**src/rtl/hazard_controller_pkg.sv**
```systemverilog
// Shared pipeline definitions: hazard FSM encoding, default widths and limits.
`default_nettype none

package hazard_controller_pkg;

  localparam int REG_AW_DEF      = 5;
  localparam int MEM_TIMEOUT_DEF = 15;

  typedef enum logic [1:0] {
    RUN      = 2'b00,
    MEM_WAIT = 2'b01,
    ERR      = 2'b10
  } hz_state_e;

  function automatic logic [15:0] sat_inc16(input logic [15:0] value);
    return (value == 16'hFFFF) ? value : value + 16'd1;
  endfunction

endpackage

`default_nettype wire

```
**src/rtl/hazard_controller_hazard_detect.sv**
```systemverilog
// hazard_detect: combinational load-use comparator between the EX load and ID sources.
`default_nettype none

module hazard_detect
  import hazard_controller_pkg::*;
#(
  parameter int REG_AW = REG_AW_DEF
) (
  input  logic [REG_AW-1:0] id_src1,
  input  logic [REG_AW-1:0] id_src2,
  input  logic              id_two_src,
  input  logic [REG_AW-1:0] exe_dest,
  input  logic              exe_wb_en,
  input  logic              exe_mem_read,
  output logic              load_use
);

  logic dest_valid;
  logic src1_hit;
  logic src2_hit;

  // Register 0 is hardwired, so a load targeting it never produces a dependency.
  assign dest_valid = exe_mem_read & exe_wb_en & (exe_dest != '0);
  assign src1_hit   = (exe_dest == id_src1);
  assign src2_hit   = id_two_src & (exe_dest == id_src2);
  assign load_use   = dest_valid & (src1_hit | src2_hit);

endmodule

`default_nettype wire

```
**src/rtl/hazard_controller.sv**
```systemverilog
// hazard_controller: pipeline stall/flush control with memory-wait FSM and timeout.
`default_nettype none

module hazard_controller
  import hazard_controller_pkg::*;
#(
  parameter int REG_AW      = REG_AW_DEF,
  parameter int MEM_TIMEOUT = MEM_TIMEOUT_DEF
) (
  input  logic              clk,
  input  logic              rst,
  input  logic [REG_AW-1:0] id_src1,
  input  logic [REG_AW-1:0] id_src2,
  input  logic              id_two_src,
  input  logic [REG_AW-1:0] exe_dest,
  input  logic              exe_wb_en,
  input  logic              exe_mem_read,
  input  logic              branch_taken,
  input  logic              mem_req,
  input  logic              mem_ready,
  output logic              pc_freeze,
  output logic              if_id_freeze,
  output logic              id_ex_bubble,
  output logic              if_id_flush,
  output logic              pipe_freeze,
  output logic              mem_timeout,
  output logic [15:0]       stall_cnt
);

  localparam logic [4:0] TIMEOUT_LIM = 5'(MEM_TIMEOUT);

  hz_state_e  state;
  hz_state_e  state_nxt;
  logic [3:0] wait_cnt;
  logic [4:0] wait_inc;
  logic       load_use;
  logic       mem_stall;
  logic       timeout_hit;

  hazard_detect #(
    .REG_AW(REG_AW)
  ) u_detect (
    .id_src1     (id_src1),
    .id_src2     (id_src2),
    .id_two_src  (id_two_src),
    .exe_dest    (exe_dest),
    .exe_wb_en   (exe_wb_en),
    .exe_mem_read(exe_mem_read),
    .load_use    (load_use)
  );

  assign mem_stall   = mem_req & ~mem_ready;
  assign wait_inc    = {1'b0, wait_cnt} + 5'd1;
  // Trip on the wait cycle that would bring the counter up to the limit.
  assign timeout_hit = (wait_inc >= TIMEOUT_LIM);

  always_ff @(posedge clk or negedge rst) begin
    if (!rst) begin
      state <= RUN;
    end else begin
      state <= state_nxt;
    end
  end

  always_comb begin
    state_nxt    = state;
    pc_freeze    = 1'b0;
    if_id_freeze = 1'b0;
    id_ex_bubble = 1'b0;
    if_id_flush  = 1'b0;
    pipe_freeze  = 1'b0;
    // Outputs are gated by reset so nothing leaks out while held in reset.
    if (rst) begin
      case (state)
        RUN: begin
          if (mem_stall) begin
            pipe_freeze  = 1'b1;
            pc_freeze    = 1'b1;
            if_id_freeze = 1'b1;
            state_nxt    = MEM_WAIT;
          end else if (branch_taken) begin
            if_id_flush  = 1'b1;
            id_ex_bubble = 1'b1;
          end else if (load_use) begin
            pc_freeze    = 1'b1;
            if_id_freeze = 1'b1;
            id_ex_bubble = 1'b1;
          end
        end
        MEM_WAIT: begin
          if (mem_ready) begin
            state_nxt = RUN;
          end else begin
            pipe_freeze  = 1'b1;
            pc_freeze    = 1'b1;
            if_id_freeze = 1'b1;
            if (timeout_hit) begin
              state_nxt = ERR;
            end
          end
        end
        ERR: begin
          pipe_freeze  = 1'b1;
          pc_freeze    = 1'b1;
          if_id_freeze = 1'b1;
        end
        default: begin
          state_nxt = RUN;
        end
      endcase
    end
  end

  always_ff @(posedge clk or negedge rst) begin
    if (!rst) begin
      wait_cnt <= 4'd0;
    end else if (state != MEM_WAIT) begin
      wait_cnt <= 4'd0;
    end else if (wait_cnt != 4'hF) begin
      wait_cnt <= wait_cnt + 4'd1;
    end
  end

  always_ff @(posedge clk or negedge rst) begin
    if (!rst) begin
      mem_timeout <= 1'b0;
    end else if (state == MEM_WAIT && state_nxt == ERR) begin
      mem_timeout <= 1'b1;
    end
  end

  always_ff @(posedge clk or negedge rst) begin
    if (!rst) begin
      stall_cnt <= 16'd0;
    end else if (pc_freeze) begin
      stall_cnt <= sat_inc16(stall_cnt);
    end
  end

endmodule

`default_nettype wire

```
**config.mk**
```make
export PLATFORM = sky130hd
export DESIGN_NAME = hazard_controller
export DESIGN_NICKNAME = d
export VERILOG_FILES = /design/src/rtl/hazard_controller_pkg.sv /design/src/rtl/hazard_controller_hazard_detect.sv /design/src/rtl/hazard_controller.sv
export SDC_FILE = /design/constraint.sdc
export NUM_CORES = 1
export LEC_CHECK = 0
export CORE_ASPECT_RATIO = 0.7
export CORE_MARGIN = 1.5
export CORE_UTILIZATION = 46
export CTS_BUF_LIST = sky130_fd_sc_hd__clkbuf_16
export CTS_CLUSTER_DIAMETER = 80
export CTS_CLUSTER_SIZE = 20
export DETAILED_ROUTE_END_ITERATION = 10
export PLACE_DENSITY = 0.79
export SKIP_CTS_REPAIR_TIMING = 1
export SLEW_MARGIN = 10
export SYNTH_ARGS = -nofsm -noshare
export SYNTH_HDL_FRONTEND = slang
export SYNTH_SLANG_ARGS = --single-unit
```
**constraint.sdc**
```tcl
create_clock -name clk -period 2.4 [get_ports clk]
set_input_delay 0.24 -clock clk [delete_from_list [all_inputs] [get_ports clk]]
set_output_delay 0.24 -clock clk [all_outputs]
set_load 0.1 [all_outputs]
```
---- After elaboration in Yosys (flattened, before gate mapping) ----
Index checks and enable logic that the tools add are counted.
operators by class
  $add $sub $neg .......................... 3
  magnitude comparators ................... 1
  eq/ne operators ......................... 8
  muxes and demuxes ....................... 24
  bitwise operators ....................... 8
  reductions and logical operators ........ 5
operators by type and width
  operator                                                            number
  adder 16 x 1 -> 16 bit (second input constant)                      1
  equality test 16 bit (second input constant)                        1
  two-way mux 1 bit                                                   15
  equality test 5 bit                                                 2
  two-way mux 2 bit                                                   4
  two-way mux 4 bit                                                   2
  one-hot mux 1 bit (3 select lines)                                  2
  one-hot mux 2 bit (3 select lines)                                  1
  adder 4 x 1 -> 5 bit (second input constant)                        1
  AND 1 bit                                                           5
  greater-or-equal comparator 5 x 4 -> 1 bit (second input constant)  1
  nonzero test 5 bit                                                  1
  adder 4 x 1 -> 4 bit (second input constant)                        1
  equality test 2 bit (second input constant)                         2
  != test 4 bit (second input constant)                               1
  equality test 2 x 1 -> 1 bit (second input constant)                1
  zero test 2 bit                                                     1
  != test 2 x 1 -> 1 bit (second input constant)                      1
  NOT 1 bit                                                           2
  AND reduction 2 bit                                                 1
  nonzero test 2 bit                                                  1
  logical AND 1 bit                                                   1
  bitwise OR 1 bit                                                    1
storage, ports and cells
  register bits ........................... 23
  bits of input ports ..................... 23
  output and inout bits ................... 22
  word-level logic and storage cells ...... 53

---- Depth between registers and ports, before layout ----
  depth after elaboration ................. 10
  mapped depth ............................ 7
  depth with buffers taken out ............ 7

---- Hierarchy ----
A second synthesis with hierarchy kept.
unflattened totals
  cell total of the unflattened synthesis .. 146
  area, all modules ....................... 1416.4 sq um
by module, submodules not included
  module             instances  cells an instance  area an instance (sq um)  seq. area each (sq um)
  hazard_controller  1          129                1282.5                    575.6
  hazard_detect      1          17                 133.9                     0.0

---- Least setup slack after synthesis ----
OpenSTA, ideal clock, no wires.
  path type ............................... register to register
  from .................................... register stall_cnt[7]
  to ...................................... register stall_cnt[1]
  library setup time ...................... 128 ps
  data arrival time ....................... 2448 ps
  required time ........................... 2272 ps
  setup slack ............................. -176 ps
  cell stages (with the launch flop) ...... 7
  path buffers ............................ 0
  period minus slack after synthesis ...... 2576 ps
  path through ............................ dfrtp_1 > and4_1 > and3_1 > and3_1 > nand3_1 > nand2_2 > mux2_1
between the ends
  word-level cells in the longest chain between the ends .. 3
RTL lines
  what                           line                         source
  from (decl)                    hazard_controller.sv:27      output logic [15:0] stall_cnt
  from (signal assigned)         hazard_controller.sv:136     stall_cnt <= sat_inc16(stall_cnt);
  equality test 16 bit           hazard_controller_pkg.sv:16  return (value == 16'hFFFF) ? value : value + 16'd1;
  NOT 1 bit (no line)            n/a
  AND reduction 2 bit (no line)  n/a
No other way between the ends.
A chain may end at the register's enable or synchronous reset.

---- Final worst setup path ----
  from .................................... input exe_dest[3]
  to ...................................... output if_id_freeze
between the ends
  word-level cells in the longest chain between the ends .. 9
  elaborated cells on any way between the ends .. 12
  those cells by class .................... eq/ne (2); mux (5); bitwise (4); reduce/logical (1)
RTL lines
  what                                    line                                   source
  from (decl)                             hazard_controller.sv:15                input logic [REG_AW-1:0] exe_dest,
  equality test 5 bit                     hazard_controller_hazard_detect.sv:25  assign src2_hit = id_two_src & (exe_dest == id_src2);
  AND 1 bit                               hazard_controller_hazard_detect.sv:25
  bitwise OR 1 bit                        hazard_controller_hazard_detect.sv:26  assign load_use = dest_valid & (src1_hit | src2_hit);
  AND 1 bit (*)                           hazard_controller_hazard_detect.sv:26
  two-way mux 1 bit (*)                   hazard_controller.sv:84                end else if (load_use) begin
  two-way mux 1 bit (*)                   hazard_controller.sv:81                end else if (branch_taken) begin
  two-way mux 1 bit (*)                   hazard_controller.sv:76                if (mem_stall) begin
  one-hot mux 1 bit (3 select lines) (*)  hazard_controller.sv:74                case (state)
  two-way mux 1 bit (*)                   hazard_controller.sv:73                if (rst) begin
  to (decl)                               hazard_controller.sv:22                output logic if_id_freeze,
Every way passes the cells marked *; elsewhere a longest branch is shown, timed or not.

==> metrics.csv <==
metric,value,unit
critical-path cell list,clkdlybuf4s50_1 -> xor2_1 -> nor4_2 -> a32oi_2 -> o41ai_4 -> buf_6 -> buf_12,
maximum number of pins on one net before global-route repair,27,
share of total power in the clock network,23.8,%
endpoint required time on the critical path,2.16,ns
via count of the first global-routing pass,1219,
Worst Setup End Kind,primary output,
Switch Pwr,0.000643,W
wire length per cell,15.8,um
Hold/Removal Path Class,in2async,
length in cells of the worst reg-to-reg path,7,
layout overhead on the synthesized area,49.0,%
post-route worst hold slack,0.436,ns
Vias,1241,
critical path depth,7,
worst rel slew slack,66.5,%
final count of pins violating max slew,0,
number of nets at the end of the flow,224,
post-synth cell types,40,
post-synth net total,161,
CTS max path bufs,2,
RR Startpoint,state[0]$_DFF_PN0_,
Routed WL,3.68,mm
share of final-layout standard cells stronger than drive strength 1,34.5,%
number of sinks driven by the clock tree,23,
wire length of the first global-routing pass,6.00,mm
number of antenna violations at the first check in global routing,0,
arrival time worst endpoint,2.11,ns
die boundary width,69.9,um
Row Count,16,
number of warnings printed during yosys synthesis,0,
core box area,2880,sq um
TritonCTS buffer count,3,
Max rail drop VDD,0.000704,V
post-synth design cell area,1440,sq um
Reg power frac,33.5,%
delay of the slowest critical-path stage,0.48,ns
Setup Skew,0.00328,ns
reg2reg end,stall_cnt[1]$_DFFE_PN0P_,
final critical delay including setup and external delays,2.35,ns
number of violations reported at the end of detailed-routing iteration 0,61,
relative contribution of combinational cells to total power,42.7,%
max capacitance violation total,0,
fmax,0.425,GHz
syn_area_per_cell,10.7,sq um
CTS tree,built,
aggregate global routing overflow,0,
detailed-route DRC error count,0,
crit path max fanout,7,
kind of cell adding the most delay to the critical path,buffers and inverters,
CP startpoint kind,primary input,
measured slew at the worst slew-check pin,0.501,ns
Sw Share,43.1,%
clock-pin transition on the worst setup and hold timing paths,0.06,ns
Total Neg Setup Slack,0,ns
slowest cell on the critical path,sky130_fd_sc_hd__clkdlybuf4s50_1,
deepest level of the CTS H-tree,1,
Initial Utilization,50.0,%
Global Route Usage Sum,22.0,%
number of buffer cells added on primary ports,44,
"Hold Violations, Final",0,
area of the die,3480,sq um
ANT cells,0,
synthesized flop and latch total,23,
insertion delay to the later sink of the worst-skew pair,0.25,ns
power density cells,696,nW/um^2
number of antenna-violating nets in the routed design,0,
top-level port count,45,
Setup Viol. Count Final,0,
worst path buffer plus inverter count,3,
cell count after synthesis,135,
final weighted congestion in routability-driven placement,0.837,
sequential cell area fraction in the yosys report,40.0,%
CTS root buffer,sky130_fd_sc_hd__clkbuf_16,
worst setup path class,in2out,
detailed placement HPWL,2.83,mm
P_leak,0.985,nW
Detailed Routing Iterations Pass 1,4,
internal power,0.000851,W
die boundary height,49.8,um
setup slack of the worst register-to-register path,0.34,ns
run status,"finished, final reports clean",
final cycle utilization of the critical path,97.9,%
number of vias per cell,5.33,
[worst max-delay path by stage]
stage | start | to | slack, ns
final | exe_dest[3] | if_id_freeze | 0.05
after CTS | exe_dest[2] | if_id_freeze | -0.16
after global placement | exe_dest[2] | if_id_freeze | -0.02
after global routing | exe_dest[3] | if_id_freeze | -0.004
after detailed placement | exe_dest[2] | if_id_freeze | -0.15
after floorplan | stall_cnt[11]$_DFFE_PN0P_ | stall_cnt[1]$_DFFE_PN0P_ | 0.09
[power by group through the flow]
stage               Clock, W  Combinational (W)  Sequential, W
finish              0.000356           0.000638       0.000500
detailed placement         0           0.000621       0.000505
CTS                 0.000365           0.000628       0.000500
global placement           0           0.000606       0.000498
floorplan                  0           0.000167       0.000762
global route        0.000379           0.000663       0.000510
[per-stage QoR]
stage / cell area [sq um] / total power (W) / std cells / util, % / setup WS [ns]
3_3_place_gp: 2000 / 0.00110 / 223 / 69.3 / -0.0222
4_1_cts: 2080 / 0.00149 / 227 / 72.0 / -0.158
3_5_place_dp: 2000 / 0.00113 / 223 / 69.3 / -0.151
2_1_floorplan: 1450 / 0.000929 / 135 / - / 0.0875
6_report: 2150 / 0.00149 / 233 / 74.4 / 0.0498
5_1_grt: 2150 / 0.00155 / 233 / 74.4 / -0.00418
[synth_stat cells (all sizes together)]
| cell | instances | share of area (%) |
|---|---|---|
| ha | 3 | 2.6 |
| o21a | 1 | 0.52 |
| nor3 | 3 | 1.0 |
| nand3 | 15 | 8.0 |
| nor2 | 9 | 2.3 |
| nand4 | 7 | 4.1 |
| o21ai | 2 | 0.70 |
| and2 | 1 | 0.43 |
| a32oi | 1 | 0.61 |
| and2b | 2 | 1.2 |
| a21oi | 1 | 0.35 |
| o211ai | 2 | 1.4 |
| dfrtp | 23 | 40 |
| nand2 | 7 | 2.0 |
| inv | 3 | 0.78 |
| nand2b | 3 | 1.8 |
| o21bai | 1 | 0.52 |
| nor4 | 1 | 0.87 |
| o41ai | 1 | 1.9 |
| a32o | 1 | 0.70 |
| nor3b | 1 | 0.52 |
| nand3b | 1 | 0.52 |
| mux2 | 1 | 0.78 |
| a31oi | 1 | 0.43 |
| xnor2 | 17 | 11 |
| and3 | 10 | 4.3 |
| o31ai | 1 | 0.52 |
| buf | 3 | 1.8 |
| xor2 | 9 | 5.5 |
| or4 | 1 | 0.61 |
| and4 | 1 | 0.61 |
| nor4b | 1 | 0.61 |
| a211oi | 1 | 0.52 |
[per-layer routing]
| metal | vias up | track usage (%) | wire length, um | part of all wire (%) |
|---|---|---|---|---|
| met3 | 2 | 5.11 | 120 | 3.3 |
| li1 | 609 | - | - | - |
| met1 | 612 | 29.4 | 1720 | 47 |
| met5 | - | 0 | 0 | 0 |
| met2 | 18 | 37.6 | 1830 | 50 |
| met4 | 0 | 2.88 | 13 | 0.35 |
[worst reg2reg max path: stages, from the launching register on]
cell and delay [ns]:
sky130_fd_sc_hd__dfrtp_1 0.43, sky130_fd_sc_hd__and2b_2 0.24, sky130_fd_sc_hd__o21ai_0 0.39, sky130_fd_sc_hd__o41ai_4 0.18, sky130_fd_sc_hd__buf_4 0.17, sky130_fd_sc_hd__buf_4 0.14, sky130_fd_sc_hd__nand2_2 0.06, sky130_fd_sc_hd__mux2_1 0.32
[state kept, by name (all words and copies together) (netlist names)]
register     count
stall_cnt       16
mem_timeout      1
wait_cnt         4
state            2
[kinds of logic after synthesis]
group / count (synthesis) / share of synthesized area [%]
AO/OA/AOI/OAI: 13 / 8.17
multiplexers: 1 / 0.782
AND/OR/NAND/NOR: 63 / 29.0
flip-flops: 23 / 40.0
buffers and inverters: 6 / 2.61
XOR/XNOR: 26 / 16.9
adder cells (fa/ha/maj): 3 / 2.61
[cells in the final DEF (no fill, tap or decap), types with 2 or more instances in the layout]
| cell | instances |
|---|---|
| sky130_fd_sc_hd__buf_12 | 5 |
| sky130_fd_sc_hd__nor3_1 | 3 |
| sky130_fd_sc_hd__and3_1 | 10 |
| sky130_fd_sc_hd__nand3_2 | 8 |
| sky130_fd_sc_hd__nand4_1 | 6 |
| sky130_fd_sc_hd__clkbuf_16 | 3 |
| sky130_fd_sc_hd__nand3_1 | 7 |
| sky130_fd_sc_hd__clkdlybuf4s50_1 | 21 |
| sky130_fd_sc_hd__ha_1 | 3 |
| sky130_fd_sc_hd__buf_4 | 33 |
| sky130_fd_sc_hd__xor2_1 | 9 |
| sky130_fd_sc_hd__xnor2_2 | 2 |
| sky130_fd_sc_hd__and2b_2 | 2 |
| sky130_fd_sc_hd__nor2_1 | 9 |
| sky130_fd_sc_hd__o21ai_0 | 2 |
| sky130_fd_sc_hd__nand2_1 | 6 |
| sky130_fd_sc_hd__dfrtp_1 | 17 |
| sky130_fd_sc_hd__nand2b_1 | 2 |
| sky130_fd_sc_hd__xnor2_1 | 15 |
| sky130_fd_sc_hd__inv_1 | 4 |
| sky130_fd_sc_hd__dfrtp_2 | 6 |
[area by class of cell]
type / instances / area, sq um
tap: 36 / 45.0
clock inverter: 1 / 3.75
timing repair buffer: 61 / 582
clock buffer: 3 / 75.1
sequential: 23 / 583
fill: 196 / 737
multi-input combinational: 106 / 846
inverter: 3 / 11.3
Power figures use the tool's default switching activity.
